===== src/rtl/ctrl_pkg.sv =====
// Shared types and encodings for the multicycle ARM-subset controller.
// States, ALU ops, data-processing commands, condition codes and mux selects.
package ctrl_pkg;

   localparam int FLAG_W  = 4;
   localparam int STATE_W = 4;

   typedef enum logic [STATE_W-1:0] {
      FETCH  = 4'd0,
      DECODE = 4'd1,
      MEMADR = 4'd2,
      MEMRD  = 4'd3,
      MEMWB  = 4'd4,
      MEMWR  = 4'd5,
      EXECR  = 4'd6,
      EXECI  = 4'd7,
      ALUWB  = 4'd8,
      BRANCH = 4'd9
   } state_t;

   localparam logic [1:0] ALU_ADD = 2'b00;
   localparam logic [1:0] ALU_SUB = 2'b01;
   localparam logic [1:0] ALU_AND = 2'b10;
   localparam logic [1:0] ALU_ORR = 2'b11;

   localparam logic [3:0] CMD_AND = 4'b0000;
   localparam logic [3:0] CMD_SUB = 4'b0010;
   localparam logic [3:0] CMD_ADD = 4'b0100;
   localparam logic [3:0] CMD_CMP = 4'b1010;
   localparam logic [3:0] CMD_ORR = 4'b1100;

   localparam logic [1:0] OP_DP  = 2'b00;
   localparam logic [1:0] OP_MEM = 2'b01;
   localparam logic [1:0] OP_BR  = 2'b10;
   localparam logic [1:0] OP_NOP = 2'b11;

   localparam logic [3:0] COND_EQ = 4'b0000;
   localparam logic [3:0] COND_NE = 4'b0001;
   localparam logic [3:0] COND_CS = 4'b0010;
   localparam logic [3:0] COND_CC = 4'b0011;
   localparam logic [3:0] COND_MI = 4'b0100;
   localparam logic [3:0] COND_PL = 4'b0101;
   localparam logic [3:0] COND_VS = 4'b0110;
   localparam logic [3:0] COND_VC = 4'b0111;
   localparam logic [3:0] COND_HI = 4'b1000;
   localparam logic [3:0] COND_LS = 4'b1001;
   localparam logic [3:0] COND_GE = 4'b1010;
   localparam logic [3:0] COND_LT = 4'b1011;
   localparam logic [3:0] COND_GT = 4'b1100;
   localparam logic [3:0] COND_LE = 4'b1101;
   localparam logic [3:0] COND_AL = 4'b1110;

   localparam logic [1:0] RES_ALUOUT = 2'b00;
   localparam logic [1:0] RES_DATA   = 2'b01;
   localparam logic [1:0] RES_ALURES = 2'b10;

   localparam logic [1:0] SRCB_RD2  = 2'b00;
   localparam logic [1:0] SRCB_IMM  = 2'b01;
   localparam logic [1:0] SRCB_FOUR = 2'b10;

endpackage


===== src/rtl/cond_unit.sv =====
// NZCV flag register and condition evaluation.
// ALU flags are captured in execute and committed in writeback.
module cond_unit
   import ctrl_pkg::*;
(
   input  logic              clk,
   input  logic              rst,
   input  logic [3:0]        cond,
   input  logic [FLAG_W-1:0] alu_flags,
   input  logic              capture,
   input  logic              update,
   input  logic              upd_nz,
   input  logic              upd_cv,
   output logic              cond_ex
);

   logic [FLAG_W-1:0] flags;
   logic [FLAG_W-1:0] held;
   logic n, z, c, v;

   assign {n, z, c, v} = flags;

   // Hold execute-cycle flags, commit selected fields in writeback
   always_ff @(posedge clk) begin
      if (rst) begin
         flags <= '0;
         held  <= '0;
      end else begin
         if (capture) held <= alu_flags;
         if (update && upd_nz) flags[3:2] <= held[3:2];
         if (update && upd_cv) flags[1:0] <= held[1:0];
      end
   end

   // Condition field against committed flags; 1111 behaves as AL
   always_comb begin
      cond_ex = 1'b1;
      case (cond)
         COND_EQ: cond_ex = z;
         COND_NE: cond_ex = ~z;
         COND_CS: cond_ex = c;
         COND_CC: cond_ex = ~c;
         COND_MI: cond_ex = n;
         COND_PL: cond_ex = ~n;
         COND_VS: cond_ex = v;
         COND_VC: cond_ex = ~v;
         COND_HI: cond_ex = c & ~z;
         COND_LS: cond_ex = ~c | z;
         COND_GE: cond_ex = (n == v);
         COND_LT: cond_ex = (n != v);
         COND_GT: cond_ex = ~z & (n == v);
         COND_LE: cond_ex = z | (n != v);
         default: cond_ex = 1'b1;
      endcase
   end

endmodule


===== src/rtl/multicycle_ctrl.sv =====
// Multicycle control FSM: sequences ALU, memory port, register file and PC.
// Moore decode from the state register, strobes gated by handshake and reset.
module multicycle_ctrl
   import ctrl_pkg::*;
(
   input  logic               clk,
   input  logic               rst,
   input  logic [3:0]         Cond,
   input  logic [1:0]         Op,
   input  logic [5:0]         Funct,
   input  logic [3:0]         Rd,
   input  logic [FLAG_W-1:0]  ALUFlags,
   input  logic               mem_ready,
   output logic               PCWrite,
   output logic               AdrSrc,
   output logic               MemWrite,
   output logic               IRWrite,
   output logic               RegWrite,
   output logic [1:0]         ResultSrc,
   output logic               ALUSrcA,
   output logic [1:0]         ALUSrcB,
   output logic [1:0]         ALUControl,
   output logic [1:0]         ImmSrc,
   output logic [1:0]         RegSrc,
   output logic [STATE_W-1:0] state_dbg
);

   state_t     state;
   logic [3:0] cmd;
   logic       s_bit;
   logic [1:0] alu_op;
   logic       no_write;
   logic       upd_nz;
   logic       upd_cv;
   logic       cond_ex;
   logic       pc_dest;

   assign cmd     = Funct[4:1];
   assign s_bit   = Funct[0];
   assign pc_dest = (Rd == 4'd15);

   assign state_dbg = rst ? FETCH : state;
   assign ImmSrc    = rst ? 2'b00 : Op;
   assign RegSrc    = rst ? 2'b00 : {Op == OP_MEM, Op == OP_BR};

   cond_unit u_cond (
      .clk       (clk),
      .rst       (rst),
      .cond      (Cond),
      .alu_flags (ALUFlags),
      .capture   ((state == EXECR) || (state == EXECI)),
      .update    (state == ALUWB),
      .upd_nz    (upd_nz),
      .upd_cv    (upd_cv),
      .cond_ex   (cond_ex)
   );

   // Data-processing command to ALU op, write suppression and flag policy
   always_comb begin
      alu_op   = ALU_ADD;
      no_write = 1'b0;
      upd_nz   = 1'b0;
      upd_cv   = 1'b0;
      case (cmd)
         CMD_ADD: begin
            upd_nz = s_bit;
            upd_cv = s_bit;
         end
         CMD_SUB: begin
            alu_op = ALU_SUB;
            upd_nz = s_bit;
            upd_cv = s_bit;
         end
         CMD_AND: begin
            alu_op = ALU_AND;
            upd_nz = s_bit;
         end
         CMD_ORR: begin
            alu_op = ALU_ORR;
            upd_nz = s_bit;
         end
         CMD_CMP: begin
            alu_op   = ALU_SUB;
            no_write = 1'b1;
            upd_nz   = 1'b1;
            upd_cv   = 1'b1;
         end
         default: no_write = 1'b1;
      endcase
   end

   // State sequencing; memory states stall until mem_ready
   always_ff @(posedge clk) begin
      if (rst) begin
         state <= FETCH;
      end else begin
         case (state)
            FETCH:   if (mem_ready) state <= DECODE;
            DECODE: begin
               if (!cond_ex) begin
                  state <= FETCH;
               end else begin
                  case (Op)
                     OP_MEM:  state <= MEMADR;
                     OP_DP:   state <= Funct[5] ? EXECI : EXECR;
                     OP_BR:   state <= BRANCH;
                     default: state <= FETCH;
                  endcase
               end
            end
            MEMADR:  state <= Funct[0] ? MEMRD : MEMWR;
            MEMRD:   if (mem_ready) state <= MEMWB;
            MEMWR:   if (mem_ready) state <= FETCH;
            EXECR:   state <= ALUWB;
            EXECI:   state <= ALUWB;
            default: state <= FETCH;
         endcase
      end
   end

   // Per-state control outputs, all forced low during reset
   always_comb begin
      PCWrite    = 1'b0;
      AdrSrc     = 1'b0;
      MemWrite   = 1'b0;
      IRWrite    = 1'b0;
      RegWrite   = 1'b0;
      ResultSrc  = RES_ALUOUT;
      ALUSrcA    = 1'b0;
      ALUSrcB    = SRCB_RD2;
      ALUControl = ALU_ADD;
      if (!rst) begin
         case (state)
            FETCH: begin
               ALUSrcA   = 1'b1;
               ALUSrcB   = SRCB_FOUR;
               ResultSrc = RES_ALURES;
               IRWrite   = mem_ready;
               PCWrite   = mem_ready;
            end
            DECODE: begin
               ALUSrcA = 1'b1;
               ALUSrcB = SRCB_FOUR;
            end
            MEMADR:  ALUSrcB = SRCB_IMM;
            MEMRD:   AdrSrc = 1'b1;
            MEMWB: begin
               ResultSrc = RES_DATA;
               RegWrite  = 1'b1;
               PCWrite   = pc_dest;
            end
            MEMWR: begin
               AdrSrc   = 1'b1;
               MemWrite = 1'b1;
            end
            EXECR:   ALUControl = alu_op;
            EXECI: begin
               ALUSrcB    = SRCB_IMM;
               ALUControl = alu_op;
            end
            ALUWB: begin
               RegWrite = ~no_write;
               PCWrite  = pc_dest & ~no_write;
            end
            BRANCH: begin
               ALUSrcB   = SRCB_IMM;
               ResultSrc = RES_ALURES;
               PCWrite   = 1'b1;
            end
            default: ;
         endcase
      end
   end

endmodule


===== config.mk =====
export PLATFORM = sky130hd
export DESIGN_NAME = multicycle_ctrl
export DESIGN_NICKNAME = d
export VERILOG_FILES = /design/src/rtl/ctrl_pkg.sv /design/src/rtl/cond_unit.sv /design/src/rtl/multicycle_ctrl.sv
export SDC_FILE = /design/constraint.sdc
export NUM_CORES = 1
export LEC_CHECK = 0
export CORE_ASPECT_RATIO = 0.7
export CORE_UTILIZATION = 38
export DETAILED_ROUTE_END_ITERATION = 10
export HOLD_SLACK_MARGIN = 0.06
export MAX_ROUTING_LAYER = met4
export PLACE_DENSITY_LB_ADDON = 0.08
export SLEW_MARGIN = 10
export SYNTH_ARGS = -nofsm -noshare
export SYNTH_HDL_FRONTEND = slang
export SYNTH_SLANG_ARGS = --single-unit

===== constraint.sdc =====
create_clock -name clk -period 1.5 [get_ports clk]
set_input_delay 0.15 -clock clk [delete_from_list [all_inputs] [get_ports clk]]
set_output_delay 0.15 -clock clk [all_outputs]
set_load 0.01 [all_outputs]

==> impl_metrics.toml <==
[global_route]
antenna_found_initial = 0
grt_pass1_vias = 1444
grt_max_degree = 11
grt_util_all_layers = 0.309
grt_pass1_wl_um = 6680
grt_overflow_total = 0

[worst_setup_path]
crit_path_max_fanout = 2
start_kind = "flip-flop"
arrival_ps = 1960
crit_type = "flip-flop to output port"
critPathRequiredTime_ps = 1350
reg2reg_from = "state[0]"
end_kind = "output port"
slowest_stage = "or4b_4"
cp_cell_sequence = "or4b_4 -> a211oi_4 -> a22oi_2 -> o32a_1 -> nor4_4 -> buf_2"
cpPeakStageDelay_ps = 550
worstSetupStartpoint = "state[0]"

[placement]
dp_cells = 238
placed_area_mm2 = 0.00172
detailed_place_hpwl_um = 2440
portBuffers = 42
gp_congestion = 0.858
place_ws_ps = -780

[final_layout]
layout_common_cells = "42 x buf_4, 15 x clkdlybuf4s50_1, 14 x nor2_1"
fin_nets = 253
final_cells = 262
stdcell_area_mm2 = 0.00209
mostFrequentLayoutCell = "buf_4"
area_growth_pct = 98.5
drive_gt1_frac = 0.482
n_antenna_cell = 0

[sta]
setup_viol = 18
worstMarginPinSlew_ps = 331
hold_violations = 0
min_period_ps = 2110
slew_headroom = 0.778
drv_slew = 0
fmax_mhz = 473
skew_ps = 1.51
period_share = 1.41
rsz0062_at_grt = "yes"
setup_ws_ps = -615

[pwr]
p_leak_nw = 0.950
peakVddDrop_uv = 433
clkPwrFrac = 0.268
switchingPower_uw = 311
combinationalPowerShare = 0.416
p_sw_frac = 0.300
power_frac_seq = 0.316
pwr_density_cell_mw_per_mm2 = 496
intPower_uw = 724

[route]
drt_wl_total_um = 4450
drt-pass1-iter-count = 4
wire_per_inst_um = 17.0
drt_iter0_drc = 99
vias = 1481
vias_per_cell = 5.65
drc = 0
antenna_left = 0

[min_path]
worstHoldStart = "rst"
hold_path.class = "input port to flip-flop"

[floorplanning]
ioPinCount = 43
die_w_um = 64.9
rows = 15
start_util = 0.415
dieHeight_um = 46
coreArea_mm2 = 0.00253
die-area_mm2 = 0.00298

[cts]
cts_max_path_buffers = 2
cts_tree = "yes"
numCtsBuffers = 3
clockRootBuffer = "clkbuf_8"
clk_pin_slew_ps = 50
cts_hold_buffers = 0
clk_latency_ps = 230
numClockSinks = 12
h-tree-depth = 1

[synth]
syn_area_mm2 = 0.00105
seq_area_frac_synth = 0.229
avgSynthCellArea_um2 = 7.40
netlist_instances = 142
ys_ff_latch = 12
synth_cell_types = 41
yosysWarnings = 0
syn_nets = 165

[flow_run]
timing.max_cap.violations = 0

[run_status]
violations = "setup timing"
status = "finished, violations left"
cell families after synthesis:
family / synth area share
XOR/XNOR: 0.0667
flip-flops: 0.229
AND/OR/NAND/NOR: 0.383
buffers and inverters: 0.0607
multiplexers: 0.0571
AO/OA/AOI/OAI: 0.204
layout make-up:
| cell class | count | area (um^2) |
|---|---|---|
| Clock buffer | 3 | 41.3 |
| Fill cell | 155 | 448 |
| Inverter | 2 | 10.0 |
| Multi-Input combinational cell | 117 | 973 |
| Sequential cell | 12 | 251 |
| Tap cell | 34 | 42.5 |
| Timing Repair Buffer | 94 | 767 |
cells in the mapped netlist (all sizes together):
cell type,instances,area [um^2]
nor2,15,56.3
nand2,13,48.8
dfxtp,12,240
nor2b,11,68.8
a21oi,9,45.0
buf,7,41.3
nor3b,7,52.6
o21ai,7,35.0
mux2i,6,60.1
nand3,5,25.0
nor4,5,37.5
xor2,5,43.8
clkbuf,4,15.0
nand2b,4,25.0
nand3b,3,22.5
xnor2,3,26.3
a211oi,2,20.0
a22oi,2,15.0
and3b,2,17.5
inv,2,7.51
o211ai,2,15.0
o41ai,2,17.5
a21boi,1,7.51
a21o,1,7.51
a311oi,1,8.76
a31oi,1,6.26
and3,1,6.26
nand4,1,6.26
nand4b,1,8.76
nor3,1,5.00
nor4b,1,8.76
o311a,1,10.0
o311ai,1,8.76
o31ai,1,7.51
o32a,1,10.0
or4b,1,13.8
power by group through the flow:
stage,Sequential (mW),Combinational [mW],Clock [mW]
floorplan,0.332,0.145,0
global placement,0.332,0.320,0
detailed placement,0.333,0.327,0
CTS,0.326,0.399,0.278
global route,0.327,0.455,0.306
finish,0.327,0.431,0.277
critical path, delay by kind of cell (launching register included):
kind	cells	cell delay (ps)
buffers and inverters	1	170
AND/OR/NAND/NOR	2	670
AO/OA/AOI/OAI	3	550
flip-flops	1	330
flip-flops by register name (all words and copies together) (netlist names):
name	flops
u_cond.flags	4
state	4
u_cond.held	4
per-stage QoR:
stage                     hold WS (ps)  power, mW  TNS, ps   util
after global placement             448      0.652    -8080  0.680
after floorplan                    252      0.477     -902      -
after global routing               447       1.09    -3710  0.823
after detailed placement           449      0.660    -8810  0.680
final                              447       1.04    -2690  0.823
after CTS                          456       1.00    -1930  0.801
metal layers:
layer	vias to the layer above	routed length, um	track usage
li1	687	-	-
met1	679	1900	0.368
met2	99	2050	0.513
met3	16	342	0.0600
met4	0	145	0.138
met5	-	0	-
path summary, 6_finish.rpt:
path / end / slack, ps / cells after the start
max: PCWrite / -610 / 6
min: state[3] / 450 / 4
max reg2reg: u_cond.flags[0] / -250 / 6
min reg2reg: u_cond.held[1] / 460 / 2
what timing repair did:
action,in CTS,in global routing
setup buffers,21,2
pin swaps,18,9
endpoints found under the setup margin,28,21
resized for setup,114,19
(Power assumes the default switching activity.)
